`src/rtl/seq_detect_scheduler_if.sv`:
```
// Request/grant bundle between two word requesters and the 010/101 scan scheduler.
// master = requester side, slave = scheduler side.
interface seq_detect_scheduler_if;
  logic       req0;
  logic       req1;
  logic [7:0] data0;
  logic [7:0] data1;
  logic [1:0] gnt;
  logic       busy;
  logic       y;
  logic       done;
  logic       owner;
  logic [3:0] match_cnt;

  modport master (
    output req0, req1, data0, data1,
    input  gnt, busy, y, done, owner, match_cnt
  );

  modport slave (
    input  req0, req1, data0, data1,
    output gnt, busy, y, done, owner, match_cnt
  );
endinterface

```
`src/rtl/seq_detect_scheduler.sv`:
```
// Round-robin two-requester scheduler feeding 8-bit words MSB first into a 010/101 detector.
// Grant at E0, bits at E1..E8, done after E8; reqs ignored while busy. Macro SEQ_OVERLAP_EN keeps history after a match.
module seq_detect_scheduler (
  input  logic                   clk,
  input  logic                   reset,
  seq_detect_scheduler_if.slave  bus
);

  typedef enum logic [1:0] {
    IDLE  = 2'd0,
    SHIFT = 2'd1,
    DONE  = 2'd2
  } state_t;

  state_t     state_q, state_d;
  logic [7:0] data_q, data_d;
  logic [2:0] bit_cnt_q, bit_cnt_d;
  logic [1:0] hist_q, hist_d;
  logic [1:0] hist_len_q, hist_len_d;
  logic       owner_q, owner_d;
  logic [3:0] match_cnt_q, match_cnt_d;
  logic       y_q, y_d;
  logic [1:0] gnt_q, gnt_d;

  logic       winner;
  logic       bit_in;
  logic       is_match;

  // Tie goes to whoever was not served last; owner resets to 1 so requester 0 wins first.
  always_comb begin
    winner = 1'b0;
    if (bus.req0 && bus.req1) begin
      winner = ~owner_q;
    end else if (bus.req1) begin
      winner = 1'b1;
    end
  end

  assign bit_in   = data_q[7];
  assign is_match = (hist_len_q == 2'd2) && (hist_q[1] != hist_q[0]) && (hist_q[0] != bit_in);

  always_comb begin
    state_d     = state_q;
    data_d      = data_q;
    bit_cnt_d   = bit_cnt_q;
    hist_d      = hist_q;
    hist_len_d  = hist_len_q;
    owner_d     = owner_q;
    match_cnt_d = match_cnt_q;
    y_d         = 1'b0;
    gnt_d       = 2'b00;

    case (state_q)
      IDLE: begin
        if (bus.req0 || bus.req1) begin
          data_d      = winner ? bus.data1 : bus.data0;
          owner_d     = winner;
          match_cnt_d = 4'd0;
          hist_d      = 2'b00;
          hist_len_d  = 2'd0;
          bit_cnt_d   = 3'd0;
          gnt_d       = winner ? 2'b10 : 2'b01;
          state_d     = SHIFT;
        end
      end

      SHIFT: begin
        data_d     = {data_q[6:0], 1'b0};
        hist_d     = {hist_q[0], bit_in};
        hist_len_d = (hist_len_q == 2'd2) ? 2'd2 : hist_len_q + 2'd1;
        if (is_match) begin
          y_d         = 1'b1;
          match_cnt_d = match_cnt_q + 4'd1;
`ifdef SEQ_OVERLAP_EN
          hist_len_d  = 2'd2;
`else
          // Non-overlapping: the next match needs three fresh bits.
          hist_d      = 2'b00;
          hist_len_d  = 2'd0;
`endif
        end
        bit_cnt_d = bit_cnt_q + 3'd1;
        if (bit_cnt_q == 3'd7) begin
          state_d = DONE;
        end
      end

      DONE: begin
        hist_len_d = 2'd0;
        state_d    = IDLE;
      end

      default: begin
        state_d = IDLE;
      end
    endcase
  end

  always_ff @(posedge clk) begin
    if (!reset) begin
      state_q     <= IDLE;
      data_q      <= 8'h00;
      bit_cnt_q   <= 3'd0;
      hist_q      <= 2'b00;
      hist_len_q  <= 2'd0;
      owner_q     <= 1'b1;
      match_cnt_q <= 4'd0;
      y_q         <= 1'b0;
      gnt_q       <= 2'b00;
    end else begin
      state_q     <= state_d;
      data_q      <= data_d;
      bit_cnt_q   <= bit_cnt_d;
      hist_q      <= hist_d;
      hist_len_q  <= hist_len_d;
      owner_q     <= owner_d;
      match_cnt_q <= match_cnt_d;
      y_q         <= y_d;
      gnt_q       <= gnt_d;
    end
  end

  assign bus.gnt       = gnt_q;
  assign bus.busy      = (state_q != IDLE);
  assign bus.y         = y_q;
  assign bus.done      = (state_q == DONE);
  assign bus.owner     = owner_q;
  assign bus.match_cnt = match_cnt_q;

endmodule

```
`src/flat_wrapper.sv`:
```
// flat-port wrapper written by rule: the top's interface ports become plain ports
module seq_detect_scheduler_flat 
  (clk, reset, bus_req0, bus_req1, bus_data0, bus_data1, bus_gnt, bus_busy, bus_y, bus_done, bus_owner, bus_match_cnt);
  seq_detect_scheduler_if bus_i ();
  input  logic clk;
  input  logic reset;
  input wire logic [$bits(bus_i.req0)-1:0] bus_req0;
  input wire logic [$bits(bus_i.req1)-1:0] bus_req1;
  input wire logic [$bits(bus_i.data0)-1:0] bus_data0;
  input wire logic [$bits(bus_i.data1)-1:0] bus_data1;
  output wire logic [$bits(bus_i.gnt)-1:0] bus_gnt;
  output wire logic [$bits(bus_i.busy)-1:0] bus_busy;
  output wire logic [$bits(bus_i.y)-1:0] bus_y;
  output wire logic [$bits(bus_i.done)-1:0] bus_done;
  output wire logic [$bits(bus_i.owner)-1:0] bus_owner;
  output wire logic [$bits(bus_i.match_cnt)-1:0] bus_match_cnt;
  assign bus_i.req0 = bus_req0;
  assign bus_i.req1 = bus_req1;
  assign bus_i.data0 = bus_data0;
  assign bus_i.data1 = bus_data1;
  assign bus_gnt = bus_i.gnt;
  assign bus_busy = bus_i.busy;
  assign bus_y = bus_i.y;
  assign bus_done = bus_i.done;
  assign bus_owner = bus_i.owner;
  assign bus_match_cnt = bus_i.match_cnt;
  seq_detect_scheduler u_core (.clk(clk), .reset(reset), .bus(bus_i));
endmodule
```
`config.mk`:
```
export PLATFORM = sky130hd
export DESIGN_NAME = seq_detect_scheduler_flat
export DESIGN_NICKNAME = d
export VERILOG_FILES = /design/src/rtl/seq_detect_scheduler_if.sv /design/src/rtl/seq_detect_scheduler.sv /design/src/flat_wrapper.sv
export SDC_FILE = /design/constraint.sdc
export NUM_CORES = 1
export LEC_CHECK = 0
export ABC_AREA = 1
export CORE_AREA = 2 2 51 53
export CTS_BUF_LIST = sky130_fd_sc_hd__clkbuf_2
export CTS_CLUSTER_SIZE = 10
export DETAILED_ROUTE_END_ITERATION = 8
export DIE_AREA = 0 0 53 55
export PLACE_DENSITY_LB_ADDON = 0.2
export SETUP_SLACK_MARGIN = 0.1
export SYNTH_ARGS = -nofsm -noshare
export SYNTH_HDL_FRONTEND = slang
export SYNTH_SLANG_ARGS = --single-unit
```
`constraint.sdc`:
```
create_clock -name clk -period 3.25 [get_ports clk]
set_input_delay 0.65 -clock clk [delete_from_list [all_inputs] [get_ports clk]]
set_output_delay 0.65 -clock clk [all_outputs]
set_load 0.05 [all_outputs]
```
==> impl_metrics.tcl, run 1 <==
set metrics [dict create \
    clock.fmax_mhz 425 \
    slew_headroom_pct 66.8 \
    drt-initial-drc-count 22 \
    vias_per_cell 4.93 \
    grt_first_pass_wirelength_um 4160 \
    stdcell_count 230 \
    r2r_end "u_core.bus.match_cnt[0]" \
    mostFrequentLayoutCells "38 x nand2_1, 29 x clkdlybuf4s50_1, 28 x nor2_1" \
    crit_path_end "bus_busy" \
    ios 30 \
    root_buffer "clkbuf_2" \
    reg2reg_setup_slack_ps 1880 \
    cts.path.max_buffers 2 \
    synth_edf_count 0 \
    comb_power_share_pct 30.6 \
    yosysSeqAreaShare_pct 41.2 \
    fp.dieW_um 53 \
    wl_met1_um 1160 \
    fin_skew_ps 21.8 \
    fin_setup_tns_ps 0 \
    powerDensity_nw_per_um2 443 \
    finalSetupViolations 0 \
    initial_core_util_pct 51.4 \
    ys_warn_count 0 \
    place_inst 226 \
    ys_ff_latch 25 \
    dpl-instance-area_um2 1510 \
    drt_wl_total_um 2580 \
    numClockSinks 25 \
    slew_violations 0 \
    gp_congestion 0.815 \
    avgSynthCellArea_um2 7.11 \
    vias 1135 \
    hp-class "register to register" \
    grt_pass1_vias 1037 \
    status "complete, no violations" \
    start_kind "register" \
    fillers 229 \
    async_flop_share_pct 0 \
    postCtsSetupRepairBufs 0 \
    yosys.cell_types.count 24 \
    endpoint_kind "output port" \
    clkTransAtPathRegs_ps 240 \
    htreeDepth 1 \
    route.met2.wl_um 1310 \
    route.detailed.drc 0 \
    insertion_delay_ps 350 \
    detail-route-antenna-nets 0 \
    min_from "u_core.bit_cnt_q[2]" \
    hold_violations 0 \
    synthesis.nets 196 \
    wl_met3_um 89 \
    p_leak_nw 0.632 \
    p_int_uw 439 \
    p_total_uw 676 \
    worstPathRequired_ps 2600 \
    grt.total_usage_pct 19.5 \
    syn_to_final_growth_pct 25.5 \
    p_switching_uw 237 \
    ir_worst_vdd_v 0.000273 \
    rsz0062_at_grt "false" \
    cp.arrival_ps 1700 \
    rows 18 \
    io_buffers 29 \
    core_area_um2 2360 \
    cpMaxStageDelayCell "clkdlybuf4s50_1" \
    cts_resized 0 \
    grt.overflow.total 0 \
    synth_area_um2 1220 \
    rr_startpoint "u_core.state_q[1]" \
    postSynthCellCount 171 \
    wl_per_cell_um 11.2 \
    hpwl_um 1960 \
    slowest_delay_ps 790 \
    grt_start_max_net_pins 19 \
    top_layer "met4" \
    swShare_pct 35.0 \
    startpoint "u_core.state_q[0]" \
    n_antenna_cell 0 \
    cts_tree "built" \
    cts_hold_buffers 0 \
    crit_chain "nor2_2 -> inv_1 -> clkdlybuf4s50_1" \
    path_class "register to output port" \
    layout_commonest_cell "nand2_1" \
    power_frac_clock_pct 17.7 \
    antenna_found_initial 0 \
    fin_nets 226 \
    layout_min_cycle_time_ps 2350 \
    layout-drive-gt1-share_pct 6.50 \
    die-area_um2 2920 \
    min_period_over_period_pct 72.4 \
    tightestPinTransition_ps 495 \
    cp_max_fo 4 \
    cap_viol_max_count 0 \
    finalInstanceArea_um2 1530 \
    cts_made_buffers 3 \
    p_seq_share_pct 51.7 \
    drtPass1Iterations 5 \
    synth_flop_cell "dfxtp_1" \
    die_h_um 55 \
    r2r_cells 7 \
]
## cells in the mapped netlist, types with 2 or more instances
library cell,number,area share (%)
ha_1,5,5.1
nand2_2,3,1.5
nand2_1,38,12
inv_1,19,5.9
nor3_1,2,0.82
nor2_1,28,8.6
o22ai_1,6,3.1
buf_6,3,2.8
nand3_1,10,4.1
o21ai_0,3,1.2
a21oi_1,16,6.6
dfxtp_1,25,41
inv_2,2,0.62
## state kept, by name, indices dropped and copies added, names as in the netlist
name	cells
u_core.bus.match_cnt	4
u_core.state_q	2
u_core.bit_cnt_q	3
u_core.bus.gnt	2
u_core.data_q	8
u_core.bus.owner	1
u_core.hist_len_q	2
u_core.hist_q	2
u_core.bus.y	1
## worst min-delay path by stage
stage / endpoint / slack, ps / depth (start not counted)
floorplan: u_core.bit_cnt_q[1] / 440 / 2
finish: u_core.bit_cnt_q[2] / 490 / 2
global route: u_core.data_q[0] / 500 / 2
global placement: u_core.bit_cnt_q[2] / 460 / 2
detailed placement: u_core.data_q[0] / 460 / 2
CTS: u_core.data_q[0] / 490 / 2
## critical path: cells and delay by family (launching register included)
kind | cells | cell delay [ps]
simple gates | 1 | 80
buf+inv | 2 | 850
flops | 1 | 450
## power by group through the flow
| stage | clock network [mW] | registers (mW) | logic [mW] |
|---|---|---|---|
| 6_report | 0.120 | 0.350 | 0.207 |
| 5_1_grt | 0.130 | 0.353 | 0.230 |
| 3_3_place_gp | 0 | 0.355 | 0.202 |
| 2_1_floorplan | 0 | 0.378 | 0.128 |
| 4_1_cts | 0.122 | 0.350 | 0.207 |
| 3_5_place_dp | 0 | 0.356 | 0.207 |
## stage by stage
step | hold WS, ps | utilization [%] | setup WS, ps
3_3_place_gp | 455 | 63.7 | 1180
5_1_grt | 501 | 64.6 | 794
6_report | 488 | 64.6 | 898
4_1_cts | 487 | 64.6 | 879
3_5_place_dp | 460 | 63.7 | 1120
2_1_floorplan | 443 | - | 1550
## routing by layer
| layer | up-vias | track usage [%] |
|---|---|---|
| met5 | - | 0 |
| met4 | 0 | 6.84 |
| met3 | 4 | 3.49 |
| met2 | 17 | 36.7 |
| met1 | 509 | 22.3 |
| li1 | 605 | - |
## layout make-up
cell class | count | area [um2] | area share [%]
multi-input cells | 119 | 591 | 38.7
well taps | 30 | 37.5 | 2.46
clock buffers | 3 | 15.0 | 0.984
repair buffers | 29 | 290 | 19.0
flip-flops and latches | 25 | 500 | 32.8
inverters | 23 | 87.6 | 5.74
clock inverters | 1 | 5.00 | 0.328
## cells by family after synthesis
family                     synth area share [%]
DFF                                        41.2
adders and majority gates                  5.14
xor gates and xnor gates                  0.720
and+or+nand+nor                            28.8
buffers and inverters                      10.3
AOI/OAI and AO/OA                          13.9
Power figures use the tool's default switching activity.
==> run 2, diff against run 1 <==
Settings changed: CORE_AREA 2 2 51 53 to 2 2 53 55, DIE_AREA 0 0 53 55 to 0 0 55 57.
Clock period 3.25 ns to 2.4 ns, I/O delays scaled along.
==> run 2 against run 1 <==
Via count down 0.79%. Final cell count up 0.87%. Sequential share of layout area fell by 0.19 points. Count of clock-buffer cells in the layout grew 1. Worst setup slack worse by 680 ps. Highest routed layer unchanged. Clock skew is 18 ps lower. Design area is 0.57% higher. Clock power grew 35%.
==> impl_metrics.tcl, run 2 (synthesis gave the netlist of run 1 again) <==
set metrics [dict create \
    worstPathRequired_ps 1920 \
    ir_worst_vdd_v 0.000489 \
    top_register "u_core.data_q" \
    setup_ws_ps 214 \
    hold_slack_ps 483 \
    powerDensity_nw_per_um2 596 \
    clkTransAtPathRegs_ps 220 \
    cpMaxStageDelayCell "clkdlybuf4s50_1" \
    die_h_um 57 \
    start_kind "register" \
    cts_made_buffers 3 \
    cts_hold_buffers 0 \
    grt_pass1_vias 948 \
    fp.dieW_um 55 \
    grt_first_pass_wirelength_um 3920 \
    hpwl_um 1970 \
    htreeDepth 1 \
    io_buffers 29 \
    postCtsSetupRepairBufs 0 \
    swShare_pct 34.1 \
    cts.path.max_buffers 2 \
    vias_per_cell 4.85 \
    cp_max_fo 4 \
    reg2reg_setup_slack_ps 980 \
    drt-initial-drc-count 18 \
    layout-drive-gt1-share_pct 6.97 \
    hp-class "register to register" \
    grt.total_usage_pct 17.2 \
    fillers 256 \
    fin_nets 227 \
    grt_use_met2_pct 28.2 \
    detail-route-antenna-nets 0 \
    slew_headroom_pct 66.2 \
    fin_setup_tns_ps 0 \
    finalSetupViolations 0 \
    pre_cts_slack_ps 476 \
    slowest_delay_ps 790 \
    drt_wl_total_um 2520 \
    wl_per_cell_um 10.9 \
    p_switching_uw 312 \
    antenna_found_initial 0 \
    path_class "register to output port" \
    grt.overflow.total 0 \
    largest_reg_flops 8 \
    top_usage_layer "met2" \
    power_frac_clock_pct 17.7 \
    initial_core_util_pct 46.5 \
    min_period_over_period_pct 91.1 \
    layout_commonest_cell "nand2_1" \
    root_buffer "clkbuf_2" \
    p_leak_nw 0.637 \
    cp.arrival_ps 1710 \
    comb_power_share_pct 30.5 \
    cts_resized 0 \
    drtPass1Iterations 4 \
    grt_start_max_net_pins 16 \
    n_antenna_cell 0 \
    gp_congestion 0.823 \
    tightestPinTransition_ps 505 \
    hold_violations 0 \
    layout_min_cycle_time_ps 2190 \
    route.detailed.drc 0 \
    p_seq_share_pct 51.8 \
    ios 30 \
    cts_tree "built" \
    rows 19 \
    endpoint_kind "output port" \
    p_int_uw 602 \
    syn_to_final_growth_pct 26.2 \
    rsz0062_at_grt "false" \
    cap_viol_max_count 0 \
    slew_violations 0 \
    vias 1126 \
    die-area_um2 3140 \
    clock.fmax_mhz 457 \
    fin_skew_ps 3.61 \
    grt.met1_usage_pct 22.0 \
    mostFrequentLayoutCells "38 x nand2_1, 29 x clkdlybuf4s50_1, 28 x nor2_1" \
    status "complete, no violations" \
    met3_usage_pct 3.14 \
    crit_chain "nor2_2 -> inv_1 -> clkdlybuf4s50_1" \
    insertion_delay_ps 330 \
    core_area_um2 2620 \
    numClockSinks 25 \
]
==> run 2: cell count changes in the layout (fill, tap and decap cells not counted), sizes merged <==
cell | before | now
buf | 0 | 1
clkbuf | 3 | 4
clkinv | 3 | 2
==> run 2: per-layer routing <==
metal | vias up | share of wire [%]
met5 | - | 0
met4 | 0 | 1.4
met3 | 5 | 4.8
met2 | 18 | 47
met1 | 497 | 47
li1 | 606 | -
==> run 2: worst paths after layout <==
check / depth (start not counted) / startpoint / endpoint
min reg2reg: 2 / u_core.bit_cnt_q[2] / u_core.bit_cnt_q[2]
min: 2 / u_core.bit_cnt_q[2] / u_core.bit_cnt_q[2]
max: 3 / u_core.state_q[0] / bus_busy
max reg2reg: 7 / u_core.state_q[1] / u_core.bus.match_cnt[0]
==> run 2: critical path, delay by kind of cell (launching register included) <==
family                 cells  cell delay [ps]
AND/OR/NAND/NOR            1               90
buffers and inverters      2              840
flip-flops                 1              450
==> run 2: cell type report <==
| type | count | area, um2 | share of cell area (%) |
|---|---|---|---|
| inverters | 23 | 87.6 | 5.70 |
| flip-flops and latches | 25 | 500 | 32.6 |
| well taps | 31 | 38.8 | 2.53 |
| repair buffers | 30 | 298 | 19.4 |
| clock buffers | 4 | 20.0 | 1.30 |
| multi-input cells | 119 | 591 | 38.5 |
==> run 2: power groups by stage <==
stage / Clock, mW / Combinational (mW) / Sequential [mW]
6_report: 0.162 / 0.279 / 0.473
4_1_cts: 0.168 / 0.282 / 0.474
2_1_floorplan: 0 / 0.173 / 0.512
5_1_grt: 0.188 / 0.308 / 0.479
3_3_place_gp: 0 / 0.276 / 0.481
3_5_place_dp: 0 / 0.280 / 0.482
==> run 2: through the flow <==
step | cell area, um2 | instances | power [mW] | util [%]
detailed placement | 1520 | 228 | 0.763 | 57.9
floorplan | 1220 | 171 | 0.685 | -
global route | 1540 | 232 | 0.975 | 58.7
finish | 1540 | 232 | 0.914 | 58.7
CTS | 1540 | 232 | 0.923 | 58.7
global placement | 1520 | 228 | 0.757 | 57.9
==> run 3, diff against run 2 <==
Settings changed: CTS_CLUSTER_DIAMETER set to 80.
==> results of run 3 <==
Final layout, timing and power as in run 2 (identical DEF).
